==> config.mk <==
export PLATFORM = sky130hd
export DESIGN_NAME = hazard_stall_ctrl_flat
export DESIGN_NICKNAME = d
export VERILOG_FILES = /design/src/rtl/mips_pipe_pkg.sv /design/src/rtl/hazard_stall_ctrl_if.sv /design/src/rtl/muldiv_busy_tracker.sv /design/src/rtl/hazard_stall_ctrl.sv /design/src/flat_wrapper.sv
export SDC_FILE = /design/constraint.sdc
export NUM_CORES = 1
export LEC_CHECK = 0
export CORE_ASPECT_RATIO = 1.4
export CORE_MARGIN = 5
export CORE_UTILIZATION = 44
export CTS_CLUSTER_DIAMETER = 50
export DETAILED_ROUTE_END_ITERATION = 12
export PLACE_DENSITY = 0.77
export SKIP_CTS_REPAIR_TIMING = 1
export SLEW_MARGIN = 10
export SYNTH_ARGS = -nofsm -noshare
export SYNTH_HDL_FRONTEND = slang
export SYNTH_SLANG_ARGS = --single-unit
==> constraint.sdc <==
create_clock -name Clk -period 2.1 [get_ports Clk]
set_clock_uncertainty 0.05 [all_clocks]
set_input_delay 0.315 -clock Clk [delete_from_list [all_inputs] [get_ports Clk]]
set_output_delay 0.315 -clock Clk [all_outputs]
set_load 0.01 [all_outputs]
==> src/rtl/mips_pipe_pkg.sv <==
// Shared definitions for the MIPS pipeline hazard/stall control slice:
// the busy-state encoding, the hard-wired zero register and default parameters.
package mips_pipe_pkg;

  typedef enum logic {
    IDLE = 1'b0,
    BUSY = 1'b1
  } busy_state_e;

  localparam logic [4:0] REG_ZERO = 5'd0;

  localparam int MULDIV_LATENCY_DEF = 4;
  localparam int CNT_WIDTH_DEF      = 32;

endpackage

==> src/rtl/hazard_stall_ctrl_if.sv <==
// Bundle of ID/EX/MEM hazard inputs and stall/flush outputs between the
// datapath (master) and the hazard controller (slave).
interface hazard_stall_ctrl_if #(
  parameter int CNT_WIDTH = 32
) ();

  logic [4:0]           IFID_Rs;
  logic [4:0]           IFID_Rt;
  logic                 IFID_UsesRt;
  logic                 IFID_IsBranch;
  logic                 IFID_ReadsHiLo;
  logic                 IFID_IsMulDiv;
  logic                 Branch_Taken;
  logic                 IDEX_MemRead;
  logic                 IDEX_RegWrite;
  logic [4:0]           IDEX_Rd;
  logic                 EXMEM_MemRead;
  logic [4:0]           EXMEM_Rd;
  logic                 MulDiv_Start;

  logic                 Stall_PC;
  logic                 Stall_IFID;
  logic                 Flush_IFID;
  logic                 Bubble_IDEX;
  logic                 MulDiv_Busy;
  logic [CNT_WIDTH-1:0] StallCount;

  modport master (
    output IFID_Rs, IFID_Rt, IFID_UsesRt, IFID_IsBranch, IFID_ReadsHiLo,
           IFID_IsMulDiv, Branch_Taken, IDEX_MemRead, IDEX_RegWrite, IDEX_Rd,
           EXMEM_MemRead, EXMEM_Rd, MulDiv_Start,
    input  Stall_PC, Stall_IFID, Flush_IFID, Bubble_IDEX, MulDiv_Busy,
           StallCount
  );

  modport slave (
    input  IFID_Rs, IFID_Rt, IFID_UsesRt, IFID_IsBranch, IFID_ReadsHiLo,
           IFID_IsMulDiv, Branch_Taken, IDEX_MemRead, IDEX_RegWrite, IDEX_Rd,
           EXMEM_MemRead, EXMEM_Rd, MulDiv_Start,
    output Stall_PC, Stall_IFID, Flush_IFID, Bubble_IDEX, MulDiv_Busy,
           StallCount
  );

endinterface

==> src/rtl/muldiv_busy_tracker.sv <==
// Tracks an in-flight mult/div: busy for MULDIV_LATENCY-1 cycles after the
// issue pulse, restarting the count on every new issue.
module muldiv_busy_tracker
  import mips_pipe_pkg::*;
#(
  parameter int MULDIV_LATENCY = MULDIV_LATENCY_DEF
) (
  input  logic Clk,
  input  logic Reset,
  input  logic MulDiv_Start,
  output logic MulDiv_Busy
);

  localparam logic [3:0] RELOAD = 4'(MULDIV_LATENCY - 1);

  busy_state_e state_q, state_d;
  logic [3:0]  cnt_q, cnt_d;

  always_ff @(posedge Clk) begin
    if (Reset) begin
      state_q <= IDLE;
      cnt_q   <= '0;
    end else begin
      state_q <= state_d;
      cnt_q   <= cnt_d;
    end
  end

  // cnt holds the busy cycles still to go; BUSY is left on the edge it hits zero.
  always_comb begin
    state_d = state_q;
    cnt_d   = cnt_q;
    case (state_q)
      IDLE: begin
        if (MulDiv_Start && (MULDIV_LATENCY > 1)) begin
          state_d = BUSY;
          cnt_d   = RELOAD;
        end
      end
      BUSY: begin
        if (MulDiv_Start) begin
          cnt_d = RELOAD;
        end else begin
          cnt_d = cnt_q - 4'd1;
          if (cnt_d == 4'd0) state_d = IDLE;
        end
      end
      default: begin
        state_d = IDLE;
        cnt_d   = '0;
      end
    endcase
  end

  assign MulDiv_Busy = (state_q == BUSY);

endmodule

==> src/rtl/hazard_stall_ctrl.sv <==
// Pipeline stall/flush generator: load-use, ID-branch operand and HI/LO
// hazards, plus a wrapping count of stalled cycles.
module hazard_stall_ctrl
  import mips_pipe_pkg::*;
#(
  parameter int MULDIV_LATENCY = MULDIV_LATENCY_DEF,
  parameter int CNT_WIDTH      = CNT_WIDTH_DEF
) (
  input  logic          Clk,
  input  logic          Reset,
  hazard_stall_ctrl_if.slave bus
);

  logic                 busy_raw;
  logic                 cmp_rt;
  logic                 h_load, h_br, h_md;
  logic                 stall;
  logic [CNT_WIDTH-1:0] count_q, count_d;

  function automatic logic reg_match(input logic [4:0] rd, input logic [4:0] rs,
                                     input logic [4:0] rt, input logic use_rt);
    return (rd != REG_ZERO) && ((rd == rs) || (use_rt && (rd == rt)));
  endfunction

  muldiv_busy_tracker #(
    .MULDIV_LATENCY(MULDIV_LATENCY)
  ) u_busy (
    .Clk         (Clk),
    .Reset       (Reset),
    .MulDiv_Start(bus.MulDiv_Start),
    .MulDiv_Busy (busy_raw)
  );

  // Branches resolve in ID, so they always depend on both source operands.
  assign cmp_rt = bus.IFID_UsesRt | bus.IFID_IsBranch;

  assign h_load = bus.IDEX_MemRead &
                  reg_match(bus.IDEX_Rd, bus.IFID_Rs, bus.IFID_Rt, cmp_rt);
  assign h_br   = bus.IFID_IsBranch &
                  ((bus.IDEX_RegWrite &
                    reg_match(bus.IDEX_Rd, bus.IFID_Rs, bus.IFID_Rt, cmp_rt)) |
                   (bus.EXMEM_MemRead &
                    reg_match(bus.EXMEM_Rd, bus.IFID_Rs, bus.IFID_Rt, cmp_rt)));
  assign h_md   = busy_raw & (bus.IFID_ReadsHiLo | bus.IFID_IsMulDiv);

  assign stall  = ~Reset & (h_load | h_br | h_md);

  always_comb begin
    count_d = count_q;
    if (stall) count_d = count_q + CNT_WIDTH'(1);
  end

  always_ff @(posedge Clk) begin
    if (Reset) count_q <= '0;
    else       count_q <= count_d;
  end

  assign bus.Stall_PC    = stall;
  assign bus.Stall_IFID  = stall;
  assign bus.Bubble_IDEX = stall;
  // A stalled branch compared stale operands, so its taken flag is not trusted.
  assign bus.Flush_IFID  = ~Reset & bus.Branch_Taken & ~stall;
  assign bus.MulDiv_Busy = ~Reset & busy_raw;
  assign bus.StallCount  = Reset ? '0 : count_q;

endmodule

==> src/flat_wrapper.sv <==
// flat-port wrapper written by rule: the top's interface ports become plain ports
module hazard_stall_ctrl_flat import mips_pipe_pkg::*;
#(
  parameter int MULDIV_LATENCY = MULDIV_LATENCY_DEF,
  parameter int CNT_WIDTH      = CNT_WIDTH_DEF
)
  (Clk, Reset, bus_IFID_Rs, bus_IFID_Rt, bus_IFID_UsesRt, bus_IFID_IsBranch, bus_IFID_ReadsHiLo, bus_IFID_IsMulDiv, bus_Branch_Taken, bus_IDEX_MemRead, bus_IDEX_RegWrite, bus_IDEX_Rd, bus_EXMEM_MemRead, bus_EXMEM_Rd, bus_MulDiv_Start, bus_Stall_PC, bus_Stall_IFID, bus_Flush_IFID, bus_Bubble_IDEX, bus_MulDiv_Busy, bus_StallCount);
  hazard_stall_ctrl_if #(.CNT_WIDTH(CNT_WIDTH)) bus_i ();
  input  logic Clk;
  input  logic Reset;
  input wire logic [$bits(bus_i.IFID_Rs)-1:0] bus_IFID_Rs;
  input wire logic [$bits(bus_i.IFID_Rt)-1:0] bus_IFID_Rt;
  input wire logic [$bits(bus_i.IFID_UsesRt)-1:0] bus_IFID_UsesRt;
  input wire logic [$bits(bus_i.IFID_IsBranch)-1:0] bus_IFID_IsBranch;
  input wire logic [$bits(bus_i.IFID_ReadsHiLo)-1:0] bus_IFID_ReadsHiLo;
  input wire logic [$bits(bus_i.IFID_IsMulDiv)-1:0] bus_IFID_IsMulDiv;
  input wire logic [$bits(bus_i.Branch_Taken)-1:0] bus_Branch_Taken;
  input wire logic [$bits(bus_i.IDEX_MemRead)-1:0] bus_IDEX_MemRead;
  input wire logic [$bits(bus_i.IDEX_RegWrite)-1:0] bus_IDEX_RegWrite;
  input wire logic [$bits(bus_i.IDEX_Rd)-1:0] bus_IDEX_Rd;
  input wire logic [$bits(bus_i.EXMEM_MemRead)-1:0] bus_EXMEM_MemRead;
  input wire logic [$bits(bus_i.EXMEM_Rd)-1:0] bus_EXMEM_Rd;
  input wire logic [$bits(bus_i.MulDiv_Start)-1:0] bus_MulDiv_Start;
  output wire logic [$bits(bus_i.Stall_PC)-1:0] bus_Stall_PC;
  output wire logic [$bits(bus_i.Stall_IFID)-1:0] bus_Stall_IFID;
  output wire logic [$bits(bus_i.Flush_IFID)-1:0] bus_Flush_IFID;
  output wire logic [$bits(bus_i.Bubble_IDEX)-1:0] bus_Bubble_IDEX;
  output wire logic [$bits(bus_i.MulDiv_Busy)-1:0] bus_MulDiv_Busy;
  output wire logic [$bits(bus_i.StallCount)-1:0] bus_StallCount;
  assign bus_i.IFID_Rs = bus_IFID_Rs;
  assign bus_i.IFID_Rt = bus_IFID_Rt;
  assign bus_i.IFID_UsesRt = bus_IFID_UsesRt;
  assign bus_i.IFID_IsBranch = bus_IFID_IsBranch;
  assign bus_i.IFID_ReadsHiLo = bus_IFID_ReadsHiLo;
  assign bus_i.IFID_IsMulDiv = bus_IFID_IsMulDiv;
  assign bus_i.Branch_Taken = bus_Branch_Taken;
  assign bus_i.IDEX_MemRead = bus_IDEX_MemRead;
  assign bus_i.IDEX_RegWrite = bus_IDEX_RegWrite;
  assign bus_i.IDEX_Rd = bus_IDEX_Rd;
  assign bus_i.EXMEM_MemRead = bus_EXMEM_MemRead;
  assign bus_i.EXMEM_Rd = bus_EXMEM_Rd;
  assign bus_i.MulDiv_Start = bus_MulDiv_Start;
  assign bus_Stall_PC = bus_i.Stall_PC;
  assign bus_Stall_IFID = bus_i.Stall_IFID;
  assign bus_Flush_IFID = bus_i.Flush_IFID;
  assign bus_Bubble_IDEX = bus_i.Bubble_IDEX;
  assign bus_MulDiv_Busy = bus_i.MulDiv_Busy;
  assign bus_StallCount = bus_i.StallCount;
  hazard_stall_ctrl #(.MULDIV_LATENCY(MULDIV_LATENCY), .CNT_WIDTH(CNT_WIDTH)) u_core (.Clk(Clk), .Reset(Reset), .bus(bus_i));
endmodule
==> flow_metrics.py <==
metrics = {
    "worst_setup_path": {
        "critical-path-slowest-cell": "or4_4",
        "regToRegSetupSlack_ns": 0.15,
        "start_kind": "primary input",
        "crit_fanout": 3,
        "required_ns": 1.74,
        "path_class": "primary input to primary output",
        "end_kind": "primary output",
        "critical_path.max_stage_delay_ns": 0.55,
        "crit_chain": "buf_6, or4_4, o211ai_4, buf_6, o221a_4, nor2_4, buf_6",
        "cp.arrival_ns": 1.75,
        "cpMostUsedCell": "buf_6",
    },
    "global_route": {
        "track_usage_pct": 19.4,
        "antenna_found_initial": 0,
        "grt_pass1_wl_mm": 11.2,
        "first_global_vias": 2499,
        "grt_overflow_total": 0,
        "grt_max_degree": 26,
    },
    "final_layout": {
        "nets": 435,
        "drive_gt1_share_pct": 20.4,
        "syn_to_final_growth_pct": 48.6,
        "fillCellCount": 456,
        "fin_area_sq_mm": 0.00366,
        "diodes": 0,
        "final_util_pct": 66.7,
    },
    "timing": {
        "tightest_slew_ns": 0.430,
        "finalCriticalPeriod_ns": 2.12,
        "tns_ns": -0.0553,
        "slew_violations": 0,
        "finalSetupViolCount": 3,
        "fmax_ghz": 0.472,
        "setup_ws_ns": -0.0186,
        "hold_viol": 0,
        "period_share_pct": 101,
        "max-slew-margin-rel_pct": 71.0,
        "rsz0062_at_grt": "yes",
    },
    "cts": {
        "htreeDepth": 2,
        "clkTransAtPathRegs_ns": 0.07,
        "root_buffer": "clkbuf_8",
        "clk_latency_ns": 0.29,
        "clock-sinks": 37,
        "cts_buffers": 5,
        "cts_tree": "built",
        "cts_buffer_depth": 2,
    },
    "yosys": {
        "synth_top_area_share_pct": 30.1,
        "synthCells": 310,
        "synth.avg_cell_area_sq_um": 7.94,
        "ys_ff_latch": 37,
        "synthArstFlopShare_pct": 0,
        "ys_seq_area_share_pct": 30.1,
        "syn_nets": 344,
        "synth.area.top_cells": "dfxtp_1 30%, xnor2_1 6.8%, nor2b_1 6.6%, nor2_1 5.0%, mux2_2 5.0%",
        "netlist.top_cell.by_area": "dfxtp_1",
        "ys_warn_count": 0,
        "ys.flop_type": "dfxtp_1",
        "syn_area_sq_mm": 0.00246,
        "synth_edf_count": 0,
        "yosysUniqueCellTypes": 44,
    },
    "drt": {
        "dr.pass1.iters": 4,
        "routedWlPerCell_um": 15.3,
        "wl_met1_mm": 2.73,
        "wl_mm": 7.19,
        "postRouteAntennaNets": 0,
        "wl_met3_um": 317,
        "dr_total_vias": 2592,
        "vias_per_cell": 5.53,
        "dr.max_layer_used": "met4",
        "wl_met2_mm": 3.94,
        "drtIter0Drc": 163,
        "drc_errors": 0,
    },
    "outcome": {
        "status": "finished with violations",
        "violations": "negative setup slack",
    },
    "power": {
        "vdd_ir_drop_max_mv": 0.372,
        "finalPower_mw": 1.58,
        "powerDensity_mw_per_mm2": 433,
        "p_leak_nw": 1.50,
    },
    "floorplan": {
        "core_area_sq_mm": 0.00549,
        "dieHeight_um": 98.5,
        "io_pins": 68,
        "die_x_um": 73.2,
        "rows": 32,
        "initial_core_util_pct": 44.9,
        "die_area_sq_mm": 0.00721,
    },
    "placed_design": {
        "dp_slack_ns": -0.809,
        "gp_congestion": 0.842,
        "placed_area_sq_mm": 0.00337,
        "post-dp-hpwl_mm": 5.34,
        "port_buffers": 67,
    },
    "flow_run": {
        "cap_violations": 0,
    },
    "worst_hold_path": {
        "hp-class": "primary input to flip-flop",
    },
}
[path summary, 6_finish.rpt]
path / from / end / cells after the start
max: bus_EXMEM_Rd[4] / bus_Stall_IFID / 7
min: Reset / u_core.count_q[0] / 2
max reg2reg: u_core.count_q[5] / u_core.count_q[31] / 6
min reg2reg: u_core.count_q[24] / u_core.count_q[24] / 2
[sequential cells by signal (all words and copies together), names as in the netlist]
register	flops
u_core.u_busy.cnt_q	4
u_core.count_q	32
u_core.u_busy.MulDiv_Busy	1
[cell usage after synthesis, drive strengths merged, types with 2 or more instances]
master / n
and2: 4
ha: 3
xnor2: 19
nor4: 2
inv: 10
a41o: 2
mux2: 13
buf: 7
or3: 12
xor2: 5
dfxtp: 37
nor2: 33
o2111ai: 4
nor3: 9
nand4: 10
o32a: 2
nor2b: 26
and3: 8
o21ai: 19
clkbuf: 11
and4: 4
o211ai: 5
nand2: 15
nand3: 18
or4: 3
a21oi: 20
o31ai: 2
[cell type report]
| cell class | instances | area (sq um) | share of cell area [%] |
|---|---|---|---|
| multi-input combinational | 245 | 1690 | 46.2 |
| timing repair buffer | 102 | 1020 | 27.9 |
| sequential | 37 | 741 | 20.2 |
| clock buffer | 7 | 86.3 | 2.36 |
| tap | 68 | 85.1 | 2.32 |
| inverter | 10 | 37.5 | 1.03 |
[worst max-delay path: cells and delay by family]
| kind | cells | cell delay [ns] |
|---|---|---|
| buffers and inverters | 3 | 0.36 |
| AO/OA/AOI/OAI | 2 | 0.47 |
| AND/OR/NAND/NOR | 2 | 0.61 |
[metrics by stage]
step | cells | hold slack [ns]
4_1_cts | 464 | 0.359
3_5_place_dp | 457 | 0.438
5_1_grt | 469 | 0.386
6_report | 469 | 0.358
2_1_floorplan | 310 | 0.342
3_3_place_gp | 457 | 0.418
[cell usage in the layout, fill, tap and decap left out, drive strengths merged, types with 2 or more instances in the layout]
| cell | n |
|---|---|
| clkdlybuf4s50 | 40 |
| buf | 40 |
| dfxtp | 37 |
| nor2 | 33 |
| nor2b | 26 |
| a21oi | 20 |
| xnor2 | 19 |
| o21ai | 19 |
| nand3 | 18 |
| dlymetal6s2s | 17 |
| nand2 | 15 |
| mux2 | 13 |
| or3 | 12 |
| clkbuf | 12 |
| inv | 10 |
| nand4 | 10 |
| nor3 | 9 |
| and3 | 8 |
| xor2 | 5 |
| o211ai | 5 |
| and2 | 4 |
| and4 | 4 |
| o2111ai | 4 |
| ha | 3 |
| or4 | 3 |
| o32a | 2 |
| nor4 | 2 |
| a41o | 2 |
| o31ai | 2 |
[routing by layer]
layer  track usage (%)  vias up
li1                  -     1290
met1              22.0     1220
met2              34.4       67
met3              3.06       15
met4              8.81        0
met5                 0        -
[cell families after synthesis]
| logic type | after synthesis | share of synthesized area [%] |
|---|---|---|
| xor+xnor | 24 | 8.54 |
| compound gates | 59 | 15.7 |
| fa+ha+maj | 3 | 1.52 |
| simple gates | 146 | 32.9 |
| mux | 13 | 5.95 |
| flops | 37 | 30.1 |
| buf+inv | 28 | 5.39 |
[power breakdown]
part | leakage (nW) | switching, mW | internal [mW] | total (mW)
Sequential | 0.299 | 0.0109 | 0.712 | 0.723
Clock | 0.0443 | 0.253 | 0.261 | 0.513
Combinational | 1.15 | 0.160 | 0.187 | 0.347
Note: power is estimated with default switching activity, not from simulation.
